`config.mk`:
```
export PLATFORM = sky130hd
export DESIGN_NAME = cube_match_seq_flat
export DESIGN_NICKNAME = d
export VERILOG_FILES = /design/src/rtl/cube_match_pkg.sv /design/src/rtl/cube_match_seq_if.sv /design/src/rtl/cube_match_lane.sv /design/src/rtl/cube_match_seq.sv /design/src/flat_wrapper.sv
export SDC_FILE = /design/constraint.sdc
export NUM_CORES = 1
export LEC_CHECK = 0
export ABC_CLOCK_PERIOD_IN_PS = 3950
export BUFFER_PORTS_ARGS = -buffer_cell sky130_fd_sc_hd__buf_2
export CAP_MARGIN = 20
export CELL_PAD_IN_SITES_DETAIL_PLACEMENT = 1
export CELL_PAD_IN_SITES_GLOBAL_PLACEMENT = 1
export CORE_ASPECT_RATIO = 0.5
export CORE_MARGIN = 1
export CORE_UTILIZATION = 29
export CTS_BUF_LIST = sky130_fd_sc_hd__clkbuf_2 sky130_fd_sc_hd__clkbuf_4 sky130_fd_sc_hd__clkbuf_8
export CTS_CLUSTER_DIAMETER = 30
export DETAILED_ROUTE_END_ITERATION = 8
export GPL_TIMING_DRIVEN = 0
export PLACE_DENSITY = 0.55
export SYNTH_ARGS = -nofsm -noshare
export SYNTH_HDL_FRONTEND = slang
export SYNTH_HIERARCHICAL = 1
export SYNTH_SLANG_ARGS = --single-unit
```
`constraint.sdc`:
```
create_clock -name clk -period 3.95 [get_ports clk]
set_clock_uncertainty 0.2 [all_clocks]
set_input_delay 0.395 -clock clk [delete_from_list [all_inputs] [get_ports clk]]
set_output_delay 0.395 -clock clk [all_outputs]
set_load 0.005 [all_outputs]
```
`src/rtl/cube_match_pkg.sv`:
```
// rtl/cube_match_pkg.sv - shared defaults and index-width helper for the cube matcher
package cube_match_pkg;

    localparam int DEF_WIDTH     = 16;
    localparam int DEF_NCUBES    = 4;
    localparam int DEF_HOLD_BITS = 4;

    function automatic int idx_w(input int n);
        return (n > 1) ? $clog2(n) : 1;
    endfunction

endpackage

```
`src/rtl/cube_match_seq_if.sv`:
```
// rtl/cube_match_seq_if.sv - sample, config and result bundle of cube_match_seq
interface cube_match_seq_if
    import cube_match_pkg::*;
#(
    parameter int WIDTH     = DEF_WIDTH,
    parameter int NCUBES    = DEF_NCUBES,
    parameter int HOLD_BITS = DEF_HOLD_BITS
);
    localparam int IDX_W = idx_w(NCUBES);

    logic                 in_valid;
    logic [WIDTH-1:0]     in_data;
    logic                 cfg_we;
    logic [IDX_W-1:0]     cfg_idx;
    logic [WIDTH-1:0]     cfg_value;
    logic [WIDTH-1:0]     cfg_care;
    logic                 cfg_en;
    logic [HOLD_BITS-1:0] cfg_hold;
    logic                 sticky_clr;
    logic [NCUBES-1:0]    hit;
    logic                 any_hit;
    logic                 first_vld;
    logic [IDX_W-1:0]     first_idx;
    logic [NCUBES-1:0]    sticky;

    modport master (
        output in_valid, in_data, cfg_we, cfg_idx, cfg_value, cfg_care, cfg_en,
               cfg_hold, sticky_clr,
        input  hit, any_hit, first_vld, first_idx, sticky
    );

    modport slave (
        input  in_valid, in_data, cfg_we, cfg_idx, cfg_value, cfg_care, cfg_en,
               cfg_hold, sticky_clr,
        output hit, any_hit, first_vld, first_idx, sticky
    );

endinterface

```
`src/rtl/cube_match_lane.sv`:
```
// rtl/cube_match_lane.sv - one cube: config regs, comparator, run counter, hit and sticky flops
module cube_match_lane #(
    parameter int WIDTH     = 16,
    parameter int HOLD_BITS = 4
) (
    input  logic                 clk,
    input  logic                 rst,
    input  logic                 cfg_wr,
    input  logic [WIDTH-1:0]     cfg_value,
    input  logic [WIDTH-1:0]     cfg_care,
    input  logic                 cfg_en,
    input  logic [WIDTH-1:0]     in_data,
    input  logic                 valid_s1,
    input  logic [HOLD_BITS-1:0] hold_eff,
    input  logic                 sticky_clr,
    output logic                 hit_nxt,
    output logic                 hit,
    output logic                 sticky
);
    typedef struct packed {
        logic [WIDTH-1:0] value;
        logic [WIDTH-1:0] care;
        logic             en;
    } cube_cfg_t;

    localparam logic [HOLD_BITS-1:0] CNT_MAX = '1;

    cube_cfg_t            cfg_q;
    logic                 match_raw;
    logic                 match_s1;
    logic [HOLD_BITS-1:0] cnt;
    logic [HOLD_BITS-1:0] cnt_nxt;

    assign match_raw = cfg_q.en & ~|((in_data ^ cfg_q.value) & cfg_q.care);

    // Bubbles hold the run; the counter saturates instead of wrapping.
    always_comb begin
        cnt_nxt = cnt;
        if (valid_s1) begin
            if (!match_s1)
                cnt_nxt = '0;
            else if (cnt != CNT_MAX)
                cnt_nxt = cnt + HOLD_BITS'(1);
        end
        hit_nxt = cfg_q.en & valid_s1 & match_s1 & (cnt_nxt >= hold_eff);
    end

    always_ff @(posedge clk) begin
        if (rst) begin
            cfg_q    <= '0;
            match_s1 <= 1'b0;
            cnt      <= '0;
            hit      <= 1'b0;
            sticky   <= 1'b0;
        end else begin
            if (cfg_wr)
                cfg_q <= '{value: cfg_value, care: cfg_care, en: cfg_en};
            match_s1 <= match_raw;
            // A rewrite restarts the run; the in-flight sample still finishes on the old cube.
            cnt      <= cfg_wr ? '0 : cnt_nxt;
            hit      <= hit_nxt;
            sticky   <= hit | (sticky & ~sticky_clr);
        end
    end

endmodule

```
`src/rtl/cube_match_seq.sv`:
```
// rtl/cube_match_seq.sv - pipelined multi-cube pattern detector with run qualification
module cube_match_seq
    import cube_match_pkg::*;
#(
    parameter int WIDTH     = DEF_WIDTH,
    parameter int NCUBES    = DEF_NCUBES,
    parameter int HOLD_BITS = DEF_HOLD_BITS
) (
    input  logic             clk,
    input  logic             rst,
    cube_match_seq_if.slave  bus
);
    localparam int IDX_W = idx_w(NCUBES);

    logic                 valid_s1;
    logic [HOLD_BITS-1:0] hold_eff;
    logic [NCUBES-1:0]    hit_nxt;
    logic [NCUBES-1:0]    hit_q;
    logic [NCUBES-1:0]    sticky_q;
    logic                 any_q;
    logic [IDX_W-1:0]     first_nxt;
    logic [IDX_W-1:0]     first_q;

    assign hold_eff = (bus.cfg_hold == '0) ? HOLD_BITS'(1) : bus.cfg_hold;

    generate
        for (genvar c = 0; c < NCUBES; c++) begin : g_lane
            logic cfg_wr;
            assign cfg_wr = bus.cfg_we && (bus.cfg_idx == IDX_W'(c));

            cube_match_lane #(
                .WIDTH     (WIDTH),
                .HOLD_BITS (HOLD_BITS)
            ) u_lane (
                .clk        (clk),
                .rst        (rst),
                .cfg_wr     (cfg_wr),
                .cfg_value  (bus.cfg_value),
                .cfg_care   (bus.cfg_care),
                .cfg_en     (bus.cfg_en),
                .in_data    (bus.in_data),
                .valid_s1   (valid_s1),
                .hold_eff   (hold_eff),
                .sticky_clr (bus.sticky_clr),
                .hit_nxt    (hit_nxt[c]),
                .hit        (hit_q[c]),
                .sticky     (sticky_q[c])
            );
        end
    endgenerate

    // Scan downward so the lowest set index is the one left standing.
    always_comb begin
        first_nxt = '0;
        for (int i = NCUBES - 1; i >= 0; i--) begin
            if (hit_nxt[i])
                first_nxt = IDX_W'(i);
        end
    end

    always_ff @(posedge clk) begin
        if (rst) begin
            valid_s1 <= 1'b0;
            any_q    <= 1'b0;
            first_q  <= '0;
        end else begin
            valid_s1 <= bus.in_valid;
            any_q    <= |hit_nxt;
            first_q  <= first_nxt;
        end
    end

    assign bus.hit       = hit_q;
    assign bus.any_hit   = any_q;
    assign bus.first_vld = any_q;
    assign bus.first_idx = first_q;
    assign bus.sticky    = sticky_q;

endmodule

```
`src/flat_wrapper.sv`:
```
// flat-port wrapper written by rule: the top's interface ports become plain ports
module cube_match_seq_flat import cube_match_pkg::*;
#(
    parameter int WIDTH     = DEF_WIDTH,
    parameter int NCUBES    = DEF_NCUBES,
    parameter int HOLD_BITS = DEF_HOLD_BITS
)
  (clk, rst, bus_in_valid, bus_in_data, bus_cfg_we, bus_cfg_idx, bus_cfg_value, bus_cfg_care, bus_cfg_en, bus_cfg_hold, bus_sticky_clr, bus_hit, bus_any_hit, bus_first_vld, bus_first_idx, bus_sticky);
  cube_match_seq_if #(.WIDTH(WIDTH), .NCUBES(NCUBES), .HOLD_BITS(HOLD_BITS)) bus_i ();
  input  logic clk;
  input  logic rst;
  input wire logic [$bits(bus_i.in_valid)-1:0] bus_in_valid;
  input wire logic [$bits(bus_i.in_data)-1:0] bus_in_data;
  input wire logic [$bits(bus_i.cfg_we)-1:0] bus_cfg_we;
  input wire logic [$bits(bus_i.cfg_idx)-1:0] bus_cfg_idx;
  input wire logic [$bits(bus_i.cfg_value)-1:0] bus_cfg_value;
  input wire logic [$bits(bus_i.cfg_care)-1:0] bus_cfg_care;
  input wire logic [$bits(bus_i.cfg_en)-1:0] bus_cfg_en;
  input wire logic [$bits(bus_i.cfg_hold)-1:0] bus_cfg_hold;
  input wire logic [$bits(bus_i.sticky_clr)-1:0] bus_sticky_clr;
  output wire logic [$bits(bus_i.hit)-1:0] bus_hit;
  output wire logic [$bits(bus_i.any_hit)-1:0] bus_any_hit;
  output wire logic [$bits(bus_i.first_vld)-1:0] bus_first_vld;
  output wire logic [$bits(bus_i.first_idx)-1:0] bus_first_idx;
  output wire logic [$bits(bus_i.sticky)-1:0] bus_sticky;
  assign bus_i.in_valid = bus_in_valid;
  assign bus_i.in_data = bus_in_data;
  assign bus_i.cfg_we = bus_cfg_we;
  assign bus_i.cfg_idx = bus_cfg_idx;
  assign bus_i.cfg_value = bus_cfg_value;
  assign bus_i.cfg_care = bus_cfg_care;
  assign bus_i.cfg_en = bus_cfg_en;
  assign bus_i.cfg_hold = bus_cfg_hold;
  assign bus_i.sticky_clr = bus_sticky_clr;
  assign bus_hit = bus_i.hit;
  assign bus_any_hit = bus_i.any_hit;
  assign bus_first_vld = bus_i.first_vld;
  assign bus_first_idx = bus_i.first_idx;
  assign bus_sticky = bus_i.sticky;
  cube_match_seq #(.WIDTH(WIDTH), .NCUBES(NCUBES), .HOLD_BITS(HOLD_BITS)) u_core (.clk(clk), .rst(rst), .bus(bus_i));
endmodule
```
# ---- Word-level counts from Yosys, hierarchy flattened
# Cells that the tools add are included.
# W data, S select, Z words.
dict set report word_totals {
  output_inout_bits 12
  inputBits 60
  ff_bits 164
  elab_cells 117
}
dict set report classes {
  n_bitwise 33
  n_reduce_logical 21
  order_cmp 4
  eq_ne 7
  add_sub_neg 4
  mux 16
}
# cell n
set op_table {}
lappend op_table {{$and A16 B16 Y16} 4}
lappend op_table {{$reduce_or A16 Y1} 4}
lappend op_table {{$xor A16 B16 Y16} 4}
lappend op_table {{$mux W4} 13}
lappend op_table {{$and A1 B1 Y1} 20}
lappend op_table {{$add A4 B1 Y4 const B} 4}
lappend op_table {{$ge A4 B4 Y1} 4}
lappend op_table {{$ne A4 B4 Y1 const B} 4}
lappend op_table {{$reduce_or A2 Y1} 5}
lappend op_table {{$eq A2 B2 Y1 const B} 2}
lappend op_table {{$logic_and A1 B1 Y1} 4}
lappend op_table {{$logic_not A1 Y1} 4}
lappend op_table {{$logic_not A4 Y1} 1}
lappend op_table {{$mux W2} 2}
lappend op_table {{$or A1 B1 Y1} 4}
lappend op_table {{$reduce_or A4 Y1} 1}
lappend op_table {{$reduce_or A3 Y1} 1}
lappend op_table {{$eq A2 B1 Y1 const B} 1}
lappend op_table {{$logic_not A2 Y1} 1}
lappend op_table {{$mux W1} 1}
lappend op_table {{$not A1 Y1} 1}

# ---- Depth between registers and ports, before layout
dict set report logic_depth {
  depth_word 9
  depth_mapped 12
  mapped_depth_nobuf 12
}

# ---- Cells and area by module
# Netlist, hierarchy kept.
# mod area_each_um2 instances cells_each seq_area_each_um2
set by_module_without_submodules {}
lappend by_module_without_submodules {cube_match_lane 1786.7 4 177 800.8}
lappend by_module_without_submodules {cube_match_seq 191.4 1 23 80.1}

# ---- Least setup slack after synthesis
# No wires, ideal clock.
dict set report synth_path {
  path_kind {flip-flop to flip-flop}
  start {register u_core.valid_s1}
  end {register u_core.first_q[0], in the netlist u_core/bus.first_idx[0]}
  setup_slack_ns 1.294
  path_buffers 0
  path_stages_with_launch 12
  t_arrival_ns 2.341
  synth_period_minus_slack_ns 2.656
  setup_time_ns 0.115
  required_time_ns 3.635
  path_cell_list {dfxtp_1 -> nand2_1 -> a31oi_1 -> mux2i_1 -> ha_1 -> nand2b_1 -> a21o_1 -> a21o_1 -> a21oi_1 -> nor3b_1 -> nor2b_1 -> o21a_1}
}
dict set report synth_via {
  elab_chain_len 6
  elab_cells_between_ends 24
  classes_between {order compare: 4; mux: 7; bitwise: 12; reduce/logical: 1}
}
# item line
set synth_rtl {}
lappend synth_rtl {{start: declaration} cube_match_seq.sv:15} ;# logic valid_s1;
lappend synth_rtl {{start signal: assignment} cube_match_seq.sv:67} ;# valid_s1 <= bus.in_valid;
lappend synth_rtl {{$mux W4 or $and A1 B1 Y1 (tied branches)} {cube_match_lane.sv:39, cube_match_lane.sv:45}}
lappend synth_rtl {{$ge A4 B4 Y1 or $and A1 B1 Y1 (tied branches)} cube_match_lane.sv:45} ;# hit_nxt = cfg_q.en & valid_s1 & match_s1 & (cnt_nxt >= hold_eff);
lappend synth_rtl {{$and A1 B1 Y1 (*)} cube_match_lane.sv:45}
lappend synth_rtl {{via u_core.hit_nxt[3]} cube_match_seq.sv:17} ;# logic [NCUBES-1:0] hit_nxt;
lappend synth_rtl {{$mux W2 (*) (2 in a row)} cube_match_seq.sv:56} ;# if (hit_nxt[i])
lappend synth_rtl {{$mux W1 (*)} cube_match_seq.sv:56}
lappend synth_rtl {{end signal: assignment} cube_match_seq.sv:69} ;# first_q <= first_nxt;
lappend synth_rtl {{end: declaration} cube_match_seq.sv:22} ;# logic [IDX_W-1:0] first_q;
# Mark *: on every way through the listed nets, which the timed path passes. The rest lies on a longest branch.
# A chain may end at the register's enable or synchronous reset.

# ---- Worst setup path in the final report
# Same ends and word-level chain as after synthesis.

==> results.ini <==
[outcome]
status=completed

[routing]
top_layer=met4
ant_nets=0
drt-initial-drc-count=245
vias=5592
routed_wl_mm=23.1
drc=0
wl_per_cell_um=19.3
wl_met3_um=650
routed_via_density=4.67
dr.pass1.iters=5
wl_met1_mm=11.8
wl_met2_mm=10.4

[timing]
drv_slew=0
post-route-min-period_ns=3.33
tightest_slew_ns=1.01
hold_viol_final=0
relSlewSlack_pct=33.0
setup_ws_ns=0.616
rsz0062_at_grt=no
setup-tns-final_ns=0
max_freq_ghz=0.300
setup_viol=0
fin_crit_sh_pct=84.4

[cts]
clkTransAtPathRegs_ns=0.08
clk_latency_ns=0.48
cts_sinks=164
cts_max_level=4
postCtsSetupRepairBufs=0
tritoncts=built
cts_buffers=17
root_buffer=clkbuf_8
post_cts_resize_count=0
cts_buffer_depth=2

[min_path]
hold_end=u_core/g_lane[3].u_lane/cfg_q[7]
whs_path_depth=3
min-delay-start=bus_cfg_care[6]
worst_hold_path_type=in2reg

[synthesis]
synthArstFlopShare_pct=0
ys_seq_area_share_pct=44.7
netlist_instances=731
synth_edf_count=0
synth.avg_cell_area_um2=10.0
yosys.area.top_type=dfxtp_1
syn-num-nets=811
ys_ff_latch=164
yosysUniqueCellTypes=34
synth_area_leaders=dfxtp_1 (45%), mux2i_1 (19%), xor2_1 (7.6%), nor2_1 (7.2%), ha_1 (3.4%)
yosysWarnings=6
synth_top_cell_area_share_pct=44.7
synth_ff_type=dfxtp_1
syn_area_um2=7340

[die]
start_util_pct=30.0
io_pins=72
row_count=40
die_area_um2=26000
die_w_um=227
die_h_um=114
core_um2=24400

[cells_and_area]
syn_to_final_growth_pct=20.8
antenna_cells=0
drive_above_1_share_pct=16.4
nets=930

[critical_path]
worstReg2RegStart=u_core/valid_s1
critPathMaxFanout=24
setup.worst_path.end_class=flop
cp.arrival_ns=3.50
r2r_end=u_core/bus.first_idx[0]
r2r_slack_ns=0.62
startpoint_type=flop
path_class=reg2reg
cp.required_ns=4.12
ff2ff_path_depth=11

[power]
finalPower_mw=3.54
power.density_nw_per_um2=399
ir_drop_v=0.000172
leakage_nw=3.65

[grt]
grtUsageTotal_pct=19.0
grt_pass1_vias=5931
grt_pass1_wl_mm=35.8
antenna_found_initial=1
grt_max_degree=25
grt-ovfl-total=0

[place]
port_buffers=71
dp_hpwl_mm=16.6
gp_congestion=0.825
place_ws_ns=0.595

[job]
cap_violations=0

## area by class of cell
type	instances	area, µm²
Timing Repair Buffer	100	646
Fill cell	2852	15600
Clock buffer	19	262
Multi-Input combinational cell	515	3790
Buffer	36	204
Clock inverter	12	201
Inverter	16	60.1
Sequential cell	164	3280
Tap cell	336	420
## registers in the layout (all words and copies together), names as in the netlist
register / count
u_core/g_lane.u_lane/cnt: 16
u_core/valid_s1: 1
u_core/g_lane.u_lane/hit: 4
u_core/g_lane.u_lane/match_s1: 4
u_core/g_lane.u_lane/sticky: 4
u_core/bus.first_idx: 2
u_core/bus.any_hit: 1
u_core/g_lane.u_lane/cfg_q: 132
## metal layers
metal | up-vias | GRT usage [%]
met5 | - | 0
met4 | 0 | 5.91
met3 | 18 | 3.85
met2 | 62 | 30.5
met1 | 2745 | 25.5
li1 | 2767 | -
## kinds of logic after synthesis
kind of cell	after synthesis	share of synthesized area, %
and+or+nand+nor	213	13.6
DFF	164	44.7
muxes	136	18.6
AOI/OAI and AO/OA	82	8.49
xor gates and xnor gates	64	7.64
buffers and inverters	52	3.60
adders and majority gates	20	3.41
## metrics by stage
stage	std cells	hold WS (ns)	area, µm²	utilization, %
after detailed placement	1138	0.265	8110	33.2
after floorplan	731	0.259	7340	-
after global placement	1138	0.264	8110	33.2
after CTS	1198	0.00321	8870	36.3
after global routing	1198	0.0357	8870	36.3
final	1198	0.0306	8870	36.3
## worst max-delay path, cell delays in order, from the launching register on
cell and delay, ns:
dfxtp_1 0.87, nand2_1 0.25, a31oi_1 0.29, mux2i_1 0.17, ha_1 0.29, nand2b_1 0.14, a21o_1 0.17, a21o_1 0.17
a21oi_1 0.23, nor3b_1 0.11, nor2b_1 0.14, o21a_1 0.17
## placed cells by master (no fill, tap or decap), types with 9 or more instances in the layout
cell / n
clkbuf_1: 15
mux2i_1: 136
nor3b_1: 13
nor2_1: 140
xor2_1: 64
nor3_1: 9
inv_1: 16
buf_2: 75
buf_4: 17
ha_1: 20
dlygate4sd3_1: 29
nand2_1: 13
clkbuf_8: 19
dfxtp_1: 164
a21oi_1: 25
nand2b_1: 12
## synth_stat cells, types with 9 or more instances
cell / n
a21oi_1: 25
buf_4: 17
clkbuf_1: 15
dfxtp_1: 164
ha_1: 20
inv_1: 16
mux2i_1: 136
nand2_1: 13
nand2b_1: 12
nor2_1: 140
nor3_1: 9
nor3b_1: 13
xor2_1: 64
## how the worst max path moves through the flow
stage / from / to / slack [ns] / cells after the start
after global routing: u_core/valid_s1 / u_core/bus.any_hit / 0.23 / 11
after detailed placement: u_core/valid_s1 / u_core/bus.any_hit / 0.59 / 11
after floorplan: u_core/valid_s1 / u_core/bus.first_idx[0] / 1.29 / 11
after CTS: u_core/valid_s1 / u_core/bus.any_hit / 0.56 / 11
final: u_core/valid_s1 / u_core/bus.first_idx[0] / 0.62 / 11
after global placement: u_core/valid_s1 / u_core/bus.first_idx[0] / 0.62 / 11
## timing repair
action,CTS,global route
endpoints found under the setup margin,0,0
endpoints found under the hold margin,86,0
hold buffers,29,0
## power by group
group / leakage (nW) / switching (mW) / internal (mW) / total (mW)
Clock: 0.228 / 0.651 / 0.784 / 1.43
Combinational: 2.09 / 0.215 / 0.152 / 0.368
Sequential: 1.33 / 0.0349 / 1.70 / 1.73
Total: 3.65 / 0.902 / 2.64 / 3.54
No activity file was read; power rests on OpenSTA's default activity.
